File: src/rtl/seg7_scan_ctrl.sv
`default_nettype none
// ============================================================================
// Module   : seg7_scan_ctrl
// Brief    : PS/2 scancode history capture, 4-digit 7-seg scan with optional
//            inter-digit blanking (SEG7_BLANK_EN), retriggerable keypress LED.
// Revision : 1.0 - initial release
// ============================================================================
module seg7_scan_ctrl #(
  parameter int SCAN_CYCLES  = 131072,
  parameter int BLANK_CYCLES = 1024,
  parameter int LED_CYCLES   = 10000000
) (
  input  logic        clk,
  input  logic        rst,
  input  logic        key_valid,
  input  logic [7:0]  key_code,
  output logic [3:0]  digit_val,
  output logic [3:0]  an,
  output logic        dp,
  output logic        led,
  output logic [15:0] hist
);

  localparam int SLOT_W = $clog2(SCAN_CYCLES);
  localparam int LED_W  = $clog2(LED_CYCLES + 1);
  localparam logic [SLOT_W-1:0] SLOT_LAST = SLOT_W'(SCAN_CYCLES - 1);
  localparam logic [LED_W-1:0]  LED_LOAD  = LED_W'(LED_CYCLES);

  logic [15:0]       hist_q, hist_d;
  logic              brk_q, brk_d;
  logic [LED_W-1:0]  led_cnt_q, led_cnt_d;
  logic [SLOT_W-1:0] slot_q, slot_d;
  logic [1:0]        idx_q, idx_d;
  logic [3:0]        digit_val_q, digit_val_d;
  logic [3:0]        an_q, an_d;
  logic              dp_q, dp_d;
  logic              led_q, led_d;
  logic              is_make;
  logic              active;

`ifdef SEG7_BLANK_EN
  typedef enum logic [0:0] {ST_ACTIVE = 1'b0, ST_BLANK = 1'b1} state_t;
  localparam logic [SLOT_W-1:0] BLANK_START = SLOT_W'(SCAN_CYCLES - BLANK_CYCLES - 1);
  state_t state_q, state_d;

  always_comb begin
    state_d = state_q;
    if (slot_q == SLOT_LAST) begin
      state_d = ST_ACTIVE;
    end else if (state_q == ST_ACTIVE && slot_q == BLANK_START) begin
      state_d = ST_BLANK;
    end
  end

  assign active = (state_q == ST_ACTIVE);

  always_ff @(posedge clk) begin
    if (rst) state_q <= ST_ACTIVE;
    else     state_q <= state_d;
  end
`else
  logic unused_blank;
  assign unused_blank = (BLANK_CYCLES != 0);
  assign active       = 1'b1;
`endif

  // E0 is a prefix only: it neither counts as a make nor disturbs a pending break.
  assign is_make = key_valid && (key_code != 8'hF0) && (key_code != 8'hE0) && !brk_q;

  always_comb begin
    hist_d    = hist_q;
    brk_d     = brk_q;
    led_cnt_d = led_cnt_q;
    slot_d    = slot_q + 1'b1;
    idx_d     = idx_q;
    if (key_valid) begin
      hist_d = {hist_q[7:0], key_code};
      if (key_code == 8'hF0)      brk_d = 1'b1;
      else if (key_code != 8'hE0) brk_d = 1'b0;
    end
    if (is_make)                led_cnt_d = LED_LOAD;
    else if (led_cnt_q != '0)   led_cnt_d = led_cnt_q - 1'b1;
    if (slot_q == SLOT_LAST) begin
      slot_d = '0;
      idx_d  = idx_q + 2'd1;
    end
  end

  // Nibble and anode both derive from the current idx, so they move together.
  always_comb begin
    case (idx_q)
      2'd0:    digit_val_d = hist_q[3:0];
      2'd1:    digit_val_d = hist_q[7:4];
      2'd2:    digit_val_d = hist_q[11:8];
      default: digit_val_d = hist_q[15:12];
    endcase
    an_d = 4'b1111;
    if (active) an_d[idx_q] = 1'b0;
    dp_d  = !(active && idx_q == 2'd2);
    led_d = (led_cnt_d != '0);
  end

  always_ff @(posedge clk) begin
    if (rst) begin
      hist_q      <= 16'h0000;
      brk_q       <= 1'b0;
      led_cnt_q   <= '0;
      slot_q      <= '0;
      idx_q       <= 2'd0;
      digit_val_q <= 4'h0;
      an_q        <= 4'b1111;
      dp_q        <= 1'b1;
      led_q       <= 1'b0;
    end else begin
      hist_q      <= hist_d;
      brk_q       <= brk_d;
      led_cnt_q   <= led_cnt_d;
      slot_q      <= slot_d;
      idx_q       <= idx_d;
      digit_val_q <= digit_val_d;
      an_q        <= an_d;
      dp_q        <= dp_d;
      led_q       <= led_d;
    end
  end

  assign hist      = hist_q;
  assign digit_val = digit_val_q;
  assign an        = an_q;
  assign dp        = dp_q;
  assign led       = led_q;

endmodule
`default_nettype wire

File: config.mk
export PLATFORM = sky130hd
export DESIGN_NAME = seg7_scan_ctrl
export DESIGN_NICKNAME = d
export VERILOG_FILES = /design/src/rtl/seg7_scan_ctrl.sv
export SDC_FILE = /design/constraint.sdc
export NUM_CORES = 1
export LEC_CHECK = 0
export BUFFER_PORTS_ARGS = -buffer_cell sky130_fd_sc_hd__buf_4
export CAP_MARGIN = 0
export CORE_MARGIN = 3
export CORE_UTILIZATION = 58
export DETAILED_ROUTE_END_ITERATION = 6
export GPL_TIMING_DRIVEN = 0
export PLACE_DENSITY = 0.79
export SETUP_SLACK_MARGIN = 0.02
export SKIP_LAST_GASP = 1
export SLEW_MARGIN = 20
export SYNTH_ARGS = -nofsm -noshare
export SYNTH_HDL_FRONTEND = slang
export SYNTH_SLANG_ARGS = --single-unit
File: constraint.sdc
create_clock -name clk -period 3.55 [get_ports clk]
set_input_delay 0.71 -clock clk [delete_from_list [all_inputs] [get_ports clk]]
set_output_delay 0.71 -clock clk [all_outputs]
set_load 0.005 [all_outputs]
==> impl_summary.txt <==
----------------------------------------------------
[Run status]
  Run status ... finished clean

[Die]
  Placeable core area ... around 0.0052 mm^2
  Die Height ... 80.0 um
  Io pins ... 37
  Standard-cell row count ... 26
  Initial core utilization ... approximately 60%
  Die footprint ... 0.00641 mm^2
  Die width ... 80.0 um

[Logic synthesis]
  Mean post-synth cell area ... 8.83 um^2
  Asr flop ratio synth ... 0%
  Top post-synthesis cells by area ... sky130_fd_sc_hd__dfxtp_1 (43%), sky130_fd_sc_hd__nor2_1 (9.1%), sky130_fd_sc_hd__mux2i_1 (5.7%), sky130_fd_sc_hd__xor2_1 (4.1%), sky130_fd_sc_hd__xnor2_1 (3.9%)
  Synth warn ... 0
  Cell type with the largest total area after synthesis ... sky130_fd_sc_hd__dfxtp_1
  Post-synthesis net count ... 380
  Share of the yosys chip area belonging to registers ... 43.4%
  Cell area after synthesis ... 0.00318 mm^2
  Post-synth EDFFs ... 0
  Seq cells post-synth ... a little under 70
  Post-synthesis cell count ... 360
  Number of distinct library cells after synthesis ... 49
  Ys flop type ... sky130_fd_sc_hd__dfxtp_1
  Share of the synthesized area in the top cell type ... 43.4%

[Final layout]
  Fraction of layout instances using a drive strength above 1 ... 15.4%
  # diodes ... 0
  # fillers ... 420
  Layout overhead on the synthesized area ... 16.7%
  Post-layout net count ... 425
  Number of cells in the finished layout apart from fillers ... 479

[Drt]
  Detailed router's first-iteration violation count ... 220
  Number of nets with antenna violations after detailed routing ... 0
  DR WL/cell ... between 10 and 15 um
  DRC viols ... 0
  DRT Wirelength ... 7020 um
  Via count normalized by instance count ... ~5.6
  DR vias ... around 2.7k
  Number of iterations in the first detailed-routing pass ... 5

[Setup path]
  Critical path start-end classification ... flip-flop to flip-flop
  Sort of element at the end of the critical path ... flip-flop
  Worst path required time ... 3.77 ns
  Critical path startpoint category ... flip-flop
  Largest fanout of any net on the critical path ... 5
  CP Launch Point ... led_cnt_q[0]
  Worst endpoint data arrival time ... 3.21 ns
  Startpoint of the lowest-slack register-to-register path ... led_cnt_q[0]

[Timing]
  Setup repair after global routing missed its margin ... false
  Worst slew pin tran ... 0.883 ns
  Fin. Hold Viols ... 0
  Total negative slack for setup checks ... 0 ns
  Clock tree skew after final layout ... 0.00520 ns
  Finish-stage setup viols ... 0
  Portion of the clock cycle consumed by the worst path in the final layout ... between 80% and 90%
  Post-layout min period ... roughly 3.0 ns
  Relative max-transition margin ... about two fifths
  Final number of max-transition violations ... 0
  Fmax achieved ... 334 MHz

[Clock network]
  Number of resized instances in the post-cts repair step ... 0
  Clk Tree Root Cell ... sky130_fd_sc_hd__clkbuf_8
  Clock tree from TritonCTS ... built
  Postcts setup bufs ... 0
  TritonCTS buffer count ... 9
  Count of hold buffers inserted by post-cts repair ... 0
  Clock tree sinks ... 69
  Clock transition time at the flip-flop clock pins of the worst setup and hold paths ... 0.07 ns
  Clock tree buffer depth ... 2
  H-tree Lvls ... 3
  Clock latency on the worst-skew pair ... 0.35 ns

[GRT]
  Pin count of the biggest net entering global routing ... 13
  Total global-route track usage ... 24.3%
  Final global-route overflow total ... 0
  Number of antenna violations at the first check in global routing ... 0
  Via count of the first global-routing pass ... 2,645
  Global-route wire length before repair ... 12,000 um

[Power]
  Power per cell area ... 487 mW/mm^2
  Total power ... 0.00181 W
  Static Leak ... 1.53 nW
  Largest voltage drop on the vdd net ... 0.000310 V

[Placed design]
  Routability-driven placement congestion ratio ... about 0.85
  DP HPWL ... around 5000 um
  Placed insts ... 464
  Count of buffers from port buffering ... 34

[Hold path]
  Class of the tightest hold or removal check ... flip-flop to flip-flop
  Critical hold path startpoint ... slot_q[0]

[Run]
  Max_cap viols ... 0

----------------------------------------------------
[final cells by class]
class | count | area, um^2 | area share (%)
multi-input combinational | 261 | 1640 | 44.3
clock inverter | 6 | 65.1 | 1.75
buffer | 21 | 120 | 3.24
clock buffer | 9 | 124 | 3.34
tap | 70 | 87.6 | 2.36
inverter | 9 | 33.8 | 0.910
timing repair buffer | 34 | 255 | 6.88
sequential | 69 | 1380 | 37.2
[path summary, 6_finish.rpt]
check	to	slack (ns)	cells after the start
max	led	0.56	9
min	slot_q[0]	0.45	1
max reg2reg	led	0.56	9
min reg2reg	slot_q[0]	0.45	1
[cells in the final DEF (no fill, tap or decap), types with 3 or more instances in the layout]
master | netlist | routed
sky130_fd_sc_hd__nor4_1 | 6 | 6
sky130_fd_sc_hd__a21oi_1 | 16 | 16
sky130_fd_sc_hd__and4_1 | 3 | 3
sky130_fd_sc_hd__nand3_1 | 9 | 9
sky130_fd_sc_hd__clkbuf_1 | 17 | 17
sky130_fd_sc_hd__xor2_1 | 15 | 15
sky130_fd_sc_hd__nor2_1 | 77 | 77
sky130_fd_sc_hd__a222oi_1 | 4 | 4
sky130_fd_sc_hd__clkbuf_8 | 0 | 9
sky130_fd_sc_hd__mux2i_1 | 18 | 18
sky130_fd_sc_hd__dfxtp_1 | 69 | 69
sky130_fd_sc_hd__xnor2_1 | 14 | 14
sky130_fd_sc_hd__nand2_1 | 19 | 19
sky130_fd_sc_hd__nand4_1 | 6 | 6
sky130_fd_sc_hd__nor3_1 | 17 | 17
sky130_fd_sc_hd__buf_4 | 1 | 35
sky130_fd_sc_hd__inv_1 | 9 | 9
sky130_fd_sc_hd__ha_1 | 9 | 9
sky130_fd_sc_hd__nor2b_1 | 3 | 3
sky130_fd_sc_hd__nand2b_1 | 7 | 7
sky130_fd_sc_hd__and3_1 | 4 | 4
sky130_fd_sc_hd__a211oi_1 | 4 | 4
[cell usage after synthesis, drive strengths merged, types with 2 or more instances]
cell type / instances
inv: 9
o21ai: 2
and4: 3
nand4: 6
nand3: 9
ha: 9
or4: 2
nor2b: 3
a222oi: 4
nand2: 20
nor2: 77
dfxtp: 69
and2: 2
buf: 3
nor4: 7
xnor2: 14
nor4b: 2
and3: 4
a31oi: 2
a211oi: 4
or4b: 2
nand2b: 7
and4b: 2
a21oi: 16
clkbuf: 17
nor3: 17
mux2i: 18
xor2: 15
or2: 2
[through the flow]
stage / cell area, um^2 / setup slack, ns / utilization, % / hold WS, ns
final: 3710 / 0.560 / 71.3 / 0.449
after floorplan: 3180 / 0.927 / - / 0.418
after global routing: 3710 / 0.268 / 71.3 / 0.476
after global placement: 3520 / 0.622 / 67.7 / 0.429
after detailed placement: 3520 / 0.592 / 67.7 / 0.432
after CTS: 3710 / 0.564 / 71.3 / 0.448
[cell families after synthesis]
kind of cell | Yosys count | synth area share [%]
AOI/OAI and AO/OA | 36 | 7.91
muxes | 19 | 6.02
and+or+nand+nor | 168 | 26.3
buffers and inverters | 30 | 4.84
xor gates and xnor gates | 29 | 7.99
adders and majority gates | 9 | 3.54
DFF | 69 | 43.4
[sequential cells by signal, indices dropped and copies added, names as in the netlist]
signal and cells:
idx_q 2, digit_val 4, an 4, brk_q 1, led 1, slot_q 17, hist 16, led_cnt_q 24
[metal layers]
layer	wire length (um)	GRT usage, %
met5	0	0
met3	481	9.82
met4	219	10.6
met2	3210	37.7
met1	3110	29.5
[power by group]
| group | switching (W) | total, W | internal, W |
|---|---|---|---|
| clock network | 0.000303 | 0.000623 | 0.000320 |
| logic | 0.000190 | 0.000335 | 0.000146 |
| registers | 0.0000369 | 0.000850 | 0.000813 |
[worst max-delay path, cell delays in order (launching register included)]
cell and delay [ns]:
sky130_fd_sc_hd__dfxtp_1 0.36, sky130_fd_sc_hd__inv_1 0.09, sky130_fd_sc_hd__ha_1 0.22, sky130_fd_sc_hd__or4b_4 0.51
sky130_fd_sc_hd__nor4b_1 0.75, sky130_fd_sc_hd__a21oi_1 0.17, sky130_fd_sc_hd__a211oi_1 0.24, sky130_fd_sc_hd__a31oi_1 0.10
sky130_fd_sc_hd__a2111oi_2 0.31, sky130_fd_sc_hd__a31oi_1 0.13
Power figures use the tool's default switching activity.
